`config.mk`:
```
export PLATFORM = sky130hd
export DESIGN_NAME = seq_pattern_tx
export DESIGN_NICKNAME = d
export VERILOG_FILES = /design/src/rtl/seq_tx_pkg.sv /design/src/rtl/seq_down_counter.sv /design/src/rtl/seq_pattern_tx.sv
export SDC_FILE = /design/constraint.sdc
export NUM_CORES = 1
export LEC_CHECK = 0
export BUFFER_PORTS_ARGS = -buffer_cell sky130_fd_sc_hd__buf_4
export CORE_MARGIN = 1
export CORE_UTILIZATION = 55
export CTS_CLUSTER_DIAMETER = 60
export DETAILED_ROUTE_END_ITERATION = 10
export GPL_ROUTABILITY_DRIVEN = 0
export PLACE_DENSITY = 0.83
export SYNTH_ARGS = -nofsm -noshare
export SYNTH_HDL_FRONTEND = slang
export SYNTH_SLANG_ARGS = --single-unit
```
`constraint.sdc`:
```
create_clock -name i_clk -period 2 [get_ports i_clk]
set_input_delay 0.4 -clock i_clk [delete_from_list [all_inputs] [get_ports i_clk]]
set_output_delay 0.4 -clock i_clk [all_outputs]
set_load 0.02 [all_outputs]
```
`src/rtl/seq_tx_pkg.sv`:
```
// Shared types and defaults for the serial pattern transmitter.
package seq_tx_pkg;

   typedef enum logic [1:0] {
      StIdle,
      StSend,
      StGap,
      StDone
   } tx_state_e;

   localparam int unsigned DEF_PAT_W   = 4;
   localparam logic [3:0]  DEF_PATTERN = 4'b1101;
   localparam int unsigned DEF_GAP     = 0;
   localparam int unsigned DEF_CNT_W   = 4;
   // Gap counter width covers the 0..15 gap range
   localparam int unsigned GAP_W       = 4;

   // Even-parity bit of a pattern of up to 16 bits (zero-extended)
   function automatic logic fn_even_parity(input logic [15:0] pat);
      return ^pat;
   endfunction

endpackage

```
`src/rtl/seq_down_counter.sv`:
```
// Loadable down-counter with zero flag; decrement stops at zero.
module seq_down_counter #(
   parameter int unsigned W = 4
) (
   input  logic         i_clk,
   input  logic         i_rst,
   input  logic         i_load,
   input  logic [W-1:0] i_load_val,
   input  logic         i_dec,
   output logic [W-1:0] o_cnt,
   output logic         o_zero
);

   logic [W-1:0] r_cnt;

   // Load has priority over decrement; never wraps below zero
   always_ff @(posedge i_clk or negedge i_rst) begin
      if (!i_rst) begin
         r_cnt <= '0;
      end else if (i_load) begin
         r_cnt <= i_load_val;
      end else if (i_dec && (r_cnt != '0)) begin
         r_cnt <= r_cnt - 1'b1;
      end
   end

   assign o_cnt  = r_cnt;
   assign o_zero = (r_cnt == '0);

endmodule

```
`src/rtl/seq_pattern_tx.sv`:
```
// Serial pattern transmitter: shifts PATTERN out MSB-first, repeat_cnt times,
// with GAP idle cycles between copies.
// Optional: define SEQ_PATTERN_TX_PARITY_EN to append an even-parity bit per copy.
module seq_pattern_tx
   import seq_tx_pkg::*;
#(
   parameter int unsigned      PAT_W   = DEF_PAT_W,
   parameter logic [PAT_W-1:0] PATTERN = DEF_PATTERN,
   parameter int unsigned      GAP     = DEF_GAP,
   parameter int unsigned      CNT_W   = DEF_CNT_W
) (
   input  logic             i_clk,
   input  logic             i_rst,
   input  logic             i_start,
   input  logic [CNT_W-1:0] i_repeat_cnt,
   output logic             o_data,
   output logic             o_valid,
   output logic             o_busy,
   output logic             o_done
);

   // Index wide enough to hold PAT_W, which the parity build needs
   localparam int unsigned IDX_W = $clog2(PAT_W + 1);
   localparam logic [GAP_W-1:0] GAP_LOAD = GAP_W'((GAP > 0) ? GAP - 1 : 0);

`ifdef SEQ_PATTERN_TX_PARITY_EN
   // Index runs PAT_W..0; index 0 is the parity cycle
   localparam logic [IDX_W-1:0] IDX_LOAD = IDX_W'(PAT_W);
   localparam logic             PARITY   = fn_even_parity(16'(PATTERN));
`else
   localparam logic [IDX_W-1:0] IDX_LOAD = IDX_W'(PAT_W - 1);
`endif

   tx_state_e r_state;
   tx_state_e w_state_next;

   logic             w_idx_load, w_idx_dec, w_idx_zero;
   logic [IDX_W-1:0] w_idx;
   logic             w_gap_load, w_gap_dec, w_gap_zero;
   logic [GAP_W-1:0] w_gap_cnt;
   logic             w_rem_load, w_rem_dec, w_rem_zero;
   logic [CNT_W-1:0] w_rem_cnt;
   logic             w_bit;
   logic             w_unused_cnt;

   // Gap count value and remaining-count zero flag are not needed for control
   assign w_unused_cnt = ^{w_gap_cnt, w_rem_zero};

   seq_down_counter #(.W(IDX_W)) u_idx_cnt (
      .i_clk      (i_clk),
      .i_rst      (i_rst),
      .i_load     (w_idx_load),
      .i_load_val (IDX_LOAD),
      .i_dec      (w_idx_dec),
      .o_cnt      (w_idx),
      .o_zero     (w_idx_zero)
   );

   seq_down_counter #(.W(GAP_W)) u_gap_cnt (
      .i_clk      (i_clk),
      .i_rst      (i_rst),
      .i_load     (w_gap_load),
      .i_load_val (GAP_LOAD),
      .i_dec      (w_gap_dec),
      .o_cnt      (w_gap_cnt),
      .o_zero     (w_gap_zero)
   );

   seq_down_counter #(.W(CNT_W)) u_rem_cnt (
      .i_clk      (i_clk),
      .i_rst      (i_rst),
      .i_load     (w_rem_load),
      .i_load_val (i_repeat_cnt),
      .i_dec      (w_rem_dec),
      .o_cnt      (w_rem_cnt),
      .o_zero     (w_rem_zero)
   );

   // State register
   always_ff @(posedge i_clk or negedge i_rst) begin
      if (!i_rst) begin
         r_state <= StIdle;
      end else begin
         r_state <= w_state_next;
      end
   end

   // Next-state and counter control
   always_comb begin
      w_state_next = r_state;
      w_idx_load   = 1'b0;
      w_idx_dec    = 1'b0;
      w_gap_load   = 1'b0;
      w_gap_dec    = 1'b0;
      w_rem_load   = 1'b0;
      w_rem_dec    = 1'b0;
      case (r_state)
         StIdle: begin
            if (i_start) begin
               if (i_repeat_cnt != '0) begin
                  w_state_next = StSend;
                  w_idx_load   = 1'b1;
                  w_rem_load   = 1'b1;
               end else begin
                  w_state_next = StDone;
               end
            end
         end
         StSend: begin
            if (w_idx_zero) begin
               w_rem_dec = 1'b1;
               // rem==1 now means zero after this decrement: last copy
               if (w_rem_cnt == CNT_W'(1)) begin
                  w_state_next = StDone;
               end else if (GAP > 0) begin
                  w_state_next = StGap;
                  w_gap_load   = 1'b1;
               end else begin
                  w_idx_load = 1'b1;
               end
            end else begin
               w_idx_dec = 1'b1;
            end
         end
         StGap: begin
            if (w_gap_zero) begin
               w_state_next = StSend;
               w_idx_load   = 1'b1;
            end else begin
               w_gap_dec = 1'b1;
            end
         end
         StDone: begin
            w_state_next = StIdle;
         end
         default: begin
            w_state_next = StIdle;
         end
      endcase
   end

   // Current serial bit selected from the pattern by index
`ifdef SEQ_PATTERN_TX_PARITY_EN
   always_comb begin
      if (w_idx_zero) begin
         w_bit = PARITY;
      end else begin
         w_bit = |(PATTERN & (PAT_W'(1) << (w_idx - 1'b1)));
      end
   end
`else
   always_comb begin
      w_bit = |(PATTERN & (PAT_W'(1) << w_idx));
   end
`endif

   // Moore outputs decoded from state; data forced low when not valid
   always_comb begin
      o_data  = 1'b0;
      o_valid = 1'b0;
      o_busy  = 1'b0;
      o_done  = 1'b0;
      case (r_state)
         StSend: begin
            o_data  = w_bit;
            o_valid = 1'b1;
            o_busy  = 1'b1;
         end
         StGap: begin
            o_busy = 1'b1;
         end
         StDone: begin
            o_done = 1'b1;
         end
         default: begin
         end
      endcase
   end

endmodule

```
==> impl_summary.txt, run 1 <==
----------------------------------------------------
[Run status]
  Result of the run ... finished clean

[Clocking]
  TritonCTS buffer count ... 3
  Maximum buffer depth of the clock tree ... 2
  CTS sink count ... 13
  Clock tree from TritonCTS ... done
  Clk Latency, worst-skew pair ... 0.27 ns
  H-Tree Level Count ... 1
  Root Driver ... sky130_fd_sc_hd__clkbuf_4
  CTS clk-pin slew, worst paths ... around 0.080 ns

[Min path]
  Launch point of the worst hold path ... i_start
  Count of cells along the worst hold path ... 3
  Sink of the worst hold path ... u_rem_cnt.o_cnt[3]
  Path class of the lowest-slack min-delay path ... input port to flip-flop

[Route]
  WL/cell ... about 13 µm
  Via-per-instance ratio ... between 5 and 6
  Number of iterations in the first detailed-routing pass ... 4
  DRC errors left ... 0
  First DRT Iteration DRCs ... 7
  Vias ... 647
  Overall routed net length ... between 1.5 and 2 mm
  Remaining number of nets flagged by the antenna check after routing ... 0

[STA]
  Setup repair after global routing missed its margin ... no
  Final Critical Period ... 1.88 ns
  Highest achievable clock rate ... roughly 530 MHz
  Worst max-slew margin expressed relative to the limit ... 74.2%
  Aggregate negative setup slack ... 0 ns
  Transition time at the pin with the least slew margin ... ~0.39 ns
  Fin Hold WS ... around 0.39 ns
  Final setup violating endpoints ... 0
  Layout Skew ... between 0.005 and 0.006 ns
  Final hold violation count ... 0
  Tcrit/Tclk final ... between 90% and 100%
  Max-slew violation count ... 0

[GRT]
  Residual overflow from global routing ... 0
  GR Layer Usage met3 ... under 10%
  Via count of the first global-routing pass ... 611
  Met2 usage in global routing ... between 30% and 40%
  Total routing resource utilization after global routing ... 19.3%
  Gr busiest metal ... met2
  Global-route wire length before repair ... ~2.6 mm
  Maximum number of pins on one net before global-route repair ... 14
  Met1 Usage GRT ... between 20 and 25%
  Initial antenna violation count ... 0

[Flow run]
  Max Cap Violations ... 0

[Placed design]
  Buffers added on ports ... 10
  Placed wire-length estimate after detailed placement ... about 1.2 mm

[Cells and area]
  Storage element area ... ~330 µm²
  Total area of multi-input combinational cells ... around 530 µm²
  FILL cells ... 127
  Total inserted antenna cells ... 0
  Proportion of layout cells with a drive suffix above 1 ... 22.1%
  Signed area change from the synthesized netlist to the final layout ... 15.7%
  Count of nets after finishing ... 125

[Logic synthesis]
  Dominant combinational cell family by area after synthesis ... adder cells
  Net Count, Synth ... ~110
  Sequential-to-total area share from yosys stat ... between 30% and 40%
  Yosys reg bits ... 13
  Number of standard cells after synthesis ... a little under 90
  Share of the synthesized netlist area taken by xor and xnor gates ... 5.88%
  Mux share of post-synthesis cell area ... under 10%
  Synthesized-area fraction occupied by and/or/nand/nor cells ... between 10% and 20%
  Warning count from the yosys run ... 0
  Share of the synthesized area in compound gates (AO/OA/AOI/OAI) ... around 15%
  Cell variety after synth ... 29
  Cell area after synthesis ... a little under 900 µm²
  Mean cell area of the mapped netlist ... ~10 µm²
  Adder and majority gate portion of the synthesized area ... a little under a fifth

[Floorplanning]
  Std cell rows ... 14
  Die footprint ... 0.00179 mm²
  Core area ... about 0.0015 mm²
  Ports placed on the boundary ... 11
  Initial Util ... between 50 and 60%
  Horizontal die dimension ... roughly 42 µm
  Chip height ... about 42 µm

[Critical path]
  Critical path data arrival time ... 1.48 ns
  Cells traversed along the worst timing path ... inv_1 > ha_2 > nor3_1 > nor3b_1 > buf_4
  R2R Path End ... u_rem_cnt.o_cnt[1]
  Depth of the most critical reg-to-reg path ... 6
  Reg2reg setup slack ... about 0.26 ns
  Critical path peak fanout ... 4
  Startpoint-to-endpoint class of the critical path ... flip-flop to output pin
  Maximum cell stage delay along the critical path ... approximately 0.38 ns
  Critical path data required time ... about 1.6 ns
  Sort of element at the end of the critical path ... output pin
  Critical path startpoint category ... flip-flop
  Slowest stage cell, crit path ... sky130_fd_sc_hd__dfrtp_1
  Reg-to-reg critical path startpoint ... r_state[1]

[Power and ir drop]
  Portion of total power attributed to combinational logic ... around 58%
  Net switching fraction of the power ... 43.5%
  Static leakage ... just under 0.5 nW
  Share of power burned in registers ... ~31%
  Reported net switching power ... 0.000612 W
  Clock power frac ... a little under an eighth
  Internal power ... about 0.0008 W
  Peak VDD IR ... 0.777 mV
  Power per standard cell area ... roughly 1400 mW/mm²

----------------------------------------------------
timing repair:
item,4_1_cts,5_1_grt
setup buffers,0,0
gates resized for setup,0,3
hold endpoints to repair,13,0
hold buffers,1,0
endpoints found under the setup margin,0,2
critical path, delay by kind of cell (launching register included):
family,cells,cell delay [ns]
adder cells (fa/ha/maj),1,0.23
flip-flops,1,0.38
buffers and inverters,2,0.33
AND/OR/NAND/NOR,2,0.27
cell usage after synthesis:
| cell | n | share of area, % |
|---|---|---|
| sky130_fd_sc_hd__o31ai_2 | 1 | 1.4 |
| sky130_fd_sc_hd__ha_1 | 13 | 18 |
| sky130_fd_sc_hd__or3_1 | 2 | 1.4 |
| sky130_fd_sc_hd__nand3_1 | 3 | 1.7 |
| sky130_fd_sc_hd__xor2_1 | 1 | 0.98 |
| sky130_fd_sc_hd__nor3_1 | 2 | 1.1 |
| sky130_fd_sc_hd__nor4_4 | 1 | 2.4 |
| sky130_fd_sc_hd__mux2i_1 | 3 | 3.4 |
| sky130_fd_sc_hd__nor4_1 | 1 | 0.70 |
| sky130_fd_sc_hd__nor3b_1 | 1 | 0.84 |
| sky130_fd_sc_hd__a21boi_1 | 1 | 0.84 |
| sky130_fd_sc_hd__nor2_1 | 1 | 0.42 |
| sky130_fd_sc_hd__o21ai_1 | 2 | 1.1 |
| sky130_fd_sc_hd__nand2_1 | 9 | 3.8 |
| sky130_fd_sc_hd__o211ai_1 | 1 | 0.84 |
| sky130_fd_sc_hd__a21bo_2 | 1 | 1.1 |
| sky130_fd_sc_hd__o2111ai_1 | 1 | 0.98 |
| sky130_fd_sc_hd__a211oi_2 | 1 | 1.4 |
| sky130_fd_sc_hd__a21oi_1 | 2 | 1.1 |
| sky130_fd_sc_hd__nand3b_1 | 1 | 0.84 |
| sky130_fd_sc_hd__o31ai_4 | 1 | 2.4 |
| sky130_fd_sc_hd__mux2_2 | 1 | 1.3 |
| sky130_fd_sc_hd__dfrtp_1 | 13 | 36 |
| sky130_fd_sc_hd__nand2b_1 | 1 | 0.70 |
| sky130_fd_sc_hd__inv_1 | 13 | 5.5 |
| sky130_fd_sc_hd__xnor2_1 | 5 | 4.9 |
| sky130_fd_sc_hd__o21ai_0 | 5 | 2.8 |
| sky130_fd_sc_hd__nor2_2 | 1 | 0.70 |
| sky130_fd_sc_hd__a211oi_1 | 1 | 0.84 |
kinds of logic after synthesis:
family                   count (synthesis)
XOR/XNOR                                 6
AO/OA/AOI/OAI                           17
flip-flops                              13
adder cells (fa/ha/maj)                 13
multiplexers                             4
AND/OR/NAND/NOR                         23
buffers and inverters                   13
cell type report:
class	instances	area share, %
clock buffers	4	2.54
inverters	13	4.72
multi-input cells	63	51.1
flip-flops and latches	13	31.5
well taps	16	1.94
repair buffers	11	8.23
routing by layer:
layer / wire [µm] / vias to the layer above
met5: 0 / -
met1: 686 / 303
met4: 24 / 0
li1: - / 332
met3: 46 / 4
met2: 760 / 8
power by group through the flow:
stage / clock network [W] / registers (W) / logic (W)
global placement: 0 / 0.000433 / 0.000777
finish: 0.000163 / 0.000431 / 0.000813
global route: 0.000180 / 0.000449 / 0.000915
detailed placement: 0 / 0.000438 / 0.000798
CTS: 0.000164 / 0.000433 / 0.000808
floorplan: 0 / 0.000420 / 0.000605
cell usage in the layout (no fill, tap or decap), types with 2 or more instances in the layout:
master                      n
sky130_fd_sc_hd__ha_2       2
sky130_fd_sc_hd__nor3_1     2
sky130_fd_sc_hd__mux2i_1    3
sky130_fd_sc_hd__o21ai_0    5
sky130_fd_sc_hd__or3_1      2
sky130_fd_sc_hd__nand2_1    9
sky130_fd_sc_hd__ha_1      11
sky130_fd_sc_hd__clkbuf_4   3
sky130_fd_sc_hd__nand3_1    3
sky130_fd_sc_hd__inv_1     13
sky130_fd_sc_hd__buf_4     10
sky130_fd_sc_hd__dfrtp_1   13
sky130_fd_sc_hd__xnor2_1    5
sky130_fd_sc_hd__o21ai_1    2
state kept, by name (all words and copies together) (netlist names):
signal / flops
u_gap_cnt.o_cnt: 4
u_rem_cnt.o_cnt: 4
u_idx_cnt.o_cnt: 3
r_state: 2
worst max-delay path by stage:
| stage | startpoint | end | slack [ns] | cells past startpoint |
|---|---|---|---|---|
| 2_1_floorplan | r_state[1] | o_data | 0.20 | 3 |
| 3_3_place_gp | r_state[1] | u_rem_cnt.o_cnt[1] | 0.31 | 6 |
| 3_5_place_dp | r_state[1] | u_rem_cnt.o_cnt[1] | 0.19 | 6 |
| 4_1_cts | r_state[1] | o_data | 0.10 | 4 |
| 5_1_grt | u_idx_cnt.o_cnt[0] | o_data | 0.01 | 5 |
| 6_report | u_idx_cnt.o_cnt[0] | o_data | 0.12 | 5 |
stage by stage:
step	power (W)	setup slack (ns)	util (%)	instances	cell area [µm²]
after CTS	0.00140	0.103	68.0	120	1020
after detailed placement	0.00124	0.190	65.6	115	988
after global placement	0.00121	0.313	65.6	115	988
final	0.00141	0.117	68.6	120	1030
after global routing	0.00154	0.0139	68.6	120	1030
after floorplan	0.00103	0.202	-	89	893
(Power assumes the default switching activity.)
==> run 2: changes to the inputs <==
--- a/config.mk
+++ b/config.mk
@@ -12,6 +12,7 @@
 export DETAILED_ROUTE_END_ITERATION = 10
 export GPL_ROUTABILITY_DRIVEN = 0
 export PLACE_DENSITY = 0.83
+export SETUP_SLACK_MARGIN = 0.3
 export SYNTH_ARGS = -nofsm -noshare
 export SYNTH_HDL_FRONTEND = slang
 export SYNTH_SLANG_ARGS = --single-unit
==> run 2 against run 1 <==
  * Clock skew grew 0.0070 ns
  * Global-route usage grew 4.1 points
  * Cell count grew 5.0%
  * Die area is the same
  * Routed wire length grew 37%
  * Critical endpoint unchanged
  * Via count grew 9.1%
==> impl_summary.txt, run 2 (synthesis gave the netlist of run 1 again) <==
----------------------------------------------------
[Run status]
  Result of the run ... finished clean

[Cells and area]
  Most common cell after layout, fill and taps aside ... sky130_fd_sc_hd__buf_4
  Core Util, Final ... 75.4%
  Commonest cells after routing, fill and taps aside ... sky130_fd_sc_hd__buf_4 (16), sky130_fd_sc_hd__dfrtp_1 (12), sky130_fd_sc_hd__inv_1 (10), sky130_fd_sc_hd__ha_1 (10), sky130_fd_sc_hd__nand2_1 (9)
  Proportion of layout cells with a drive suffix above 1 ... about a third
  Non-Filler Instances ... 126
  Total inserted antenna cells ... 0
  Count of nets after finishing ... approximately 130
  Signed area change from the synthesized netlist to the final layout ... 27.2%

[Min path]
  Path class of the lowest-slack min-delay path ... input port to flip-flop

[GRT]
  Maximum number of pins on one net before global-route repair ... 14
  Via count of the first global-routing pass ... between 700 and 800
  Global-route wire length before repair ... a little over 3 mm
  Initial antenna violation count ... 0
  Residual overflow from global routing ... 0
  Total routing resource utilization after global routing ... between 20% and 30%

[Power and ir drop]
  Static leakage ... 0.521 nW
  Power per standard cell area ... ~1500 mW/mm²
  Peak VDD IR ... 0.752 mV
  Total power draw ... around 0.0017 W

[Critical path]
  Kind of cell with the highest combined delay on the critical path ... flip-flops
  Critical path startpoint category ... flip-flop
  CP bufs+invs ... 2
  Cells traversed along the worst timing path ... inv_2 > ha_2 > nor3_4 > nor3b_2 > buf_4
  Maximum cell stage delay along the critical path ... a little under 0.4 ns
  Critical path data arrival time ... 1.32 ns
  Startpoint-to-endpoint class of the critical path ... flip-flop to output pin
  Slowest stage cell, crit path ... sky130_fd_sc_hd__dfrtp_1
  Sort of element at the end of the critical path ... output pin
  Critical path data required time ... 1.60 ns
  Critical path peak fanout ... 3

[STA]
  Max-slew violation count ... 0
  Setup repair after global routing missed its margin ... yes
  Transition time at the pin with the least slew margin ... a little under 0.5 ns
  Aggregate negative setup slack ... 0 ns
  Worst max-slew margin expressed relative to the limit ... between 60% and 70%
  Tcrit/Tclk final ... 86.0%
  Final Critical Period ... 1.72 ns
  Highest achievable clock rate ... ~580 MHz
  Final setup violating endpoints ... 0
  Final hold violation count ... 0
  Layout Skew ... around 0.012 ns

[Route]
  DRC errors left ... 0
  Overall routed net length ... about 2.1 mm
  Remaining number of nets flagged by the antenna check after routing ... 0
  WL/cell ... ~17 µm
  Vias ... ~700
  Via-per-instance ratio ... between 5 and 6
  First DRT Iteration DRCs ... 14
  Number of iterations in the first detailed-routing pass ... 4

[Placed design]
  DP Cell Count ... about 120
  Placed wire-length estimate after detailed placement ... between 1 and 1.5 mm
  Buffers added on ports ... 10

[Floorplanning]
  Initial Util ... 59.3%
  Std cell rows ... 14
  Ports placed on the boundary ... 11
  Horizontal die dimension ... ~42 µm
  Die footprint ... roughly 0.0018 mm²
  Core area ... about 0.0015 mm²
  Chip height ... around 42 µm

[Clocking]
  Clk Latency, worst-skew pair ... approximately 0.28 ns
  Clock tree from TritonCTS ... done
  Maximum buffer depth of the clock tree ... 2
  Root Driver ... sky130_fd_sc_hd__clkbuf_4
  H-Tree Level Count ... 1
  CTS sink count ... 13
  TritonCTS buffer count ... 3
  CTS clk-pin slew, worst paths ... 0.09 ns

[Flow run]
  Max Cap Violations ... 0

----------------------------------------------------
==> run 2: repair_timing <==
| action | CTS | global route |
|---|---|---|
| hold endpoints to repair | 13 | 0 |
| hold buffers | 1 | 0 |
| pin swaps | 1 | 2 |
| setup endpoints to repair | 2 | 6 |
| gates resized for setup | 10 | 5 |
| setup buffers | 2 | 4 |
==> run 2: worst min-delay path, cell delays in order <==
cell and delay (ns):
sky130_fd_sc_hd__buf_4 0.10, sky130_fd_sc_hd__nand2_1 0.05, sky130_fd_sc_hd__o21ai_0 0.07
==> run 2: stage by stage <==
stage / area [µm²] / worst slack, ns / hold slack, ns
after floorplan: 901 / 0.320 / 0.104
after global placement: 996 / 0.354 / 0.251
after detailed placement: 996 / 0.209 / 0.253
after CTS: 1080 / 0.273 / 0.364
after global routing: 1140 / 0.214 / 0.397
final: 1140 / 0.281 / 0.366
==> run 2: area by class of cell <==
type	count	area [µm²]
tap	16	20.0
fill	103	370
clock buffer	4	26.3
multi-input combinational	63	584
sequential	13	327
timing repair buffer	17	130
inverter	13	48.8
==> run 2: final timing paths <==
path                       depth (start not counted)  slack, ns               start                  to
max                                                5       0.28  u_idx_cnt.o_cnt[0]              o_data
max reg2reg                                        5       0.34          r_state[0]          r_state[1]
min                                                3       0.37     i_repeat_cnt[0]  u_rem_cnt.o_cnt[0]
max in group asynchronous                          2       1.31               i_rst  u_gap_cnt.o_cnt[3]
min reg2reg                                        1       0.52  u_gap_cnt.o_cnt[0]  u_gap_cnt.o_cnt[0]
min in group asynchronous                          2       0.51               i_rst  u_rem_cnt.o_cnt[2]
==> run 2: power breakdown <==
part	internal [W]	total, W	switching, W
registers	0.000358	0.000453	0.0000955
logic	0.000501	0.00108	0.000579
clock network	0.0000774	0.000164	0.0000861
total	0.000936	0.00170	0.000761
==> run 2: layer usage <==
metal	vias up	track usage [%]	share of wire [%]
met5	-	0	0
met4	0	8.13	1.5
li1	345	-	-
met3	4	6.47	2.4
met1	345	24.2	35
met2	12	44.6	61
==> run 3: changes to the inputs <==
--- a/config.mk
+++ b/config.mk
@@ -11,7 +11,7 @@
 export CTS_CLUSTER_DIAMETER = 60
 export DETAILED_ROUTE_END_ITERATION = 10
 export GPL_ROUTABILITY_DRIVEN = 0
-export PLACE_DENSITY = 0.83
+export PLACE_DENSITY = 0.79
 export SETUP_SLACK_MARGIN = 0.3
 export SYNTH_ARGS = -nofsm -noshare
 export SYNTH_HDL_FRONTEND = slang
==> run 3 against run 2 <==
  * Clock-buffer cell count unchanged
  * Power decreased by 8.1%
  * Combinational power decreased by 12%
  * Non-clock buffer count decreased by 4
  * Sequential share of layout area increased by 1.1 points
  * Fmax decreased by 3.5%
  * Clock skew decreased by 0.0096 ns
  * Flip-flop and latch count unchanged
  * First-iteration DRC count decreased by 21%
  * Via count decreased by 6.5%
  * Worst hold slack got worse by 0.0095 ns
==> impl_summary.txt, run 3 (synthesis gave the netlist of run 1 again) <==
----------------------------------------------------
[Critical path]
  Kind of cell with the highest combined delay on the critical path ... flip-flops
  Cells traversed along the worst timing path ... inv_2 > ha_4 > nor3_2 > nor3b_2 > buf_4
  Critical path data required time ... between 1.5 and 2 ns
  Critical path peak fanout ... 4
  Slowest stage cell, crit path ... sky130_fd_sc_hd__dfrtp_1
  Startpoint-to-endpoint class of the critical path ... flip-flop to output pin
  Sort of element at the end of the critical path ... output pin
  Critical path data arrival time ... 1.38 ns
  Maximum cell stage delay along the critical path ... between 0.4 and 0.5 ns
  CP bufs+invs ... 2
  Critical path startpoint category ... flip-flop

[Clocking]
  CTS clk-pin slew, worst paths ... 0.08 ns
  Maximum buffer depth of the clock tree ... 2
  Clock tree from TritonCTS ... done
  CTS sink count ... 13
  Root Driver ... sky130_fd_sc_hd__clkbuf_4
  H-Tree Level Count ... 1
  Clk Latency, worst-skew pair ... ~0.28 ns
  TritonCTS buffer count ... 3

[STA]
  Worst max-slew margin expressed relative to the limit ... roughly three quarters
  PnR worst setup slack ... between 0.2 and 0.25 ns
  Aggregate negative setup slack ... 0 ns
  Transition time at the pin with the least slew margin ... around 0.38 ns
  Final Critical Period ... 1.78 ns
  Highest achievable clock rate ... approximately 560 MHz
  Final setup violating endpoints ... 0
  Layout Skew ... around 0.0024 ns
  Setup repair after global routing missed its margin ... yes
  Fin Hold WS ... roughly 0.36 ns
  Max-slew violation count ... 0
  Tcrit/Tclk final ... 89.1%
  Final hold violation count ... 0

[Min path]
  Path class of the lowest-slack min-delay path ... input port to flip-flop

[Route]
  Remaining number of nets flagged by the antenna check after routing ... 0
  Overall routed net length ... approximately 1.7 mm
  Number of iterations in the first detailed-routing pass ... 4
  WL/cell ... between 10 and 15 µm
  First DRT Iteration DRCs ... 11
  DRC errors left ... 0
  Via-per-instance ratio ... 5.41
  Vias ... between 600 and 700

[Floorplanning]
  Initial Util ... 59.3%
  Ports placed on the boundary ... 11
  Core area ... about 0.0015 mm²
  Chip height ... about 42 µm
  Die footprint ... around 0.0018 mm²
  Horizontal die dimension ... 42.3 µm
  Std cell rows ... 14

[Power and ir drop]
  Net switching fraction of the power ... between 40% and 50%
  Clock power frac ... roughly a tenth
  Internal power ... 0.000874 W
  Share of power burned in registers ... 28.8%
  Portion of total power attributed to combinational logic ... 60.7%
  Power per standard cell area ... roughly 1400 mW/mm²
  Static leakage ... just under 0.5 nW
  Reported net switching power ... about 0.00069 W
  Peak VDD IR ... 1.22 mV

[GRT]
  Global-route wire length before repair ... approximately 2.8 mm
  Residual overflow from global routing ... 0
  Total routing resource utilization after global routing ... a little over a fifth
  Maximum number of pins on one net before global-route repair ... 14
  Via count of the first global-routing pass ... ~620
  Initial antenna violation count ... 0

[Placed design]
  Worst slack at placement ... between 0.2 and 0.3 ns
  Post-place instance area ... 996 µm²
  Placed wire-length estimate after detailed placement ... 1.20 mm
  Buffers added on ports ... 10

[Cells and area]
  Proportion of layout cells with a drive suffix above 1 ... between 30% and 40%
  Commonest cells after routing, fill and taps aside ... sky130_fd_sc_hd__buf_4 (12), sky130_fd_sc_hd__dfrtp_1 (12), sky130_fd_sc_hd__inv_1 (9), sky130_fd_sc_hd__nand2_1 (9), sky130_fd_sc_hd__ha_1 (9)
  FILL cells ... between 100 and 150
  Total inserted antenna cells ... 0
  Signed area change from the synthesized netlist to the final layout ... 22.4%
  Total area of multi-input combinational cells ... 572 µm²
  Count of nets after finishing ... approximately 130
  Storage element area ... around 330 µm²
  Layout Cell Area excl Fill ... ~0.0011 mm²

[Flow run]
  Max Cap Violations ... 0

[Run status]
  Result of the run ... finished clean

----------------------------------------------------
[run 3: changes by cell type in the layout (fill, tap and decap cells not counted)]
| cell | previous run | this run |
|---|---|---|
| sky130_fd_sc_hd__a211oi_1 | 0 | 1 |
| sky130_fd_sc_hd__a211oi_2 | 2 | 1 |
| sky130_fd_sc_hd__buf_4 | 16 | 12 |
| sky130_fd_sc_hd__ha_1 | 10 | 9 |
| sky130_fd_sc_hd__ha_2 | 1 | 2 |
| sky130_fd_sc_hd__inv_1 | 10 | 9 |
| sky130_fd_sc_hd__inv_2 | 3 | 4 |
| sky130_fd_sc_hd__nor3_2 | 0 | 1 |
| sky130_fd_sc_hd__nor3_4 | 1 | 0 |
| sky130_fd_sc_hd__o21ai_0 | 4 | 5 |
| sky130_fd_sc_hd__o21ai_2 | 1 | 0 |
[run 3: worst reg2reg max path, delay by kind of cell (launching register included)]
family / cells / cell delay [ns]
flops: 1 / 0.43
fa+ha+maj: 1 / 0.17
buf+inv: 1 / 0.11
compound gates: 2 / 0.32
mux: 1 / 0.35
simple gates: 1 / 0.17
[run 3: layout make-up]
class,count,area share [%]
timing repair buffer,13,9.15
inverter,13,4.46
sequential,13,29.9
tap,16,1.83
multi-input combinational,63,52.3
clock buffer,4,2.40
[run 3: stage by stage]
stage               instances  util [%]  power, W
CTS                       120      70.5   0.00149
floorplan                  89         -   0.00104
global route              122      72.6   0.00169
global placement          115      66.1   0.00122
finish                    122      72.6   0.00156
detailed placement        115      66.1   0.00125
[run 3: final timing paths]
path | startpoint | to | slack, ns | cells after the start
max | u_idx_cnt.o_cnt[1] | o_data | 0.22 | 5
min in group asynchronous | i_rst | u_idx_cnt.o_cnt[1] | 0.49 | 2
max in group asynchronous | i_rst | r_state[0] | 1.33 | 2
min reg2reg | u_gap_cnt.o_cnt[0] | u_gap_cnt.o_cnt[0] | 0.51 | 1
max reg2reg | r_state[1] | u_rem_cnt.o_cnt[1] | 0.37 | 6
min | i_repeat_cnt[0] | u_rem_cnt.o_cnt[0] | 0.36 | 3
[run 3: timing repair]
action                     in CTS  in global routing
hold endpoints to repair       13                  0
setup endpoints to repair       2                  7
pin swaps                       1                  0
hold buffers                    1                  0
resized for setup               8                  5
buffers inserted                0                  2
[run 3: power by group through the flow]
stage               logic (W)  registers (W)  clock network (W)
floorplan            0.000618       0.000422                  0
global placement     0.000792       0.000431                  0
detailed placement   0.000812       0.000438                  0
CTS                  0.000873       0.000444           0.000170
global route          0.00105       0.000461           0.000179
finish               0.000946       0.000449           0.000165
[run 3: metal layers]
| metal | wire, µm | part of all wire (%) | global-route usage, % |
|---|---|---|---|
| met1 | 794 | 47 | 27.2 |
| met2 | 819 | 49 | 34.8 |
| met3 | 41 | 2.4 | 3.88 |
| met4 | 25 | 1.5 | 11.3 |
| met5 | 0 | 0 | 0 |
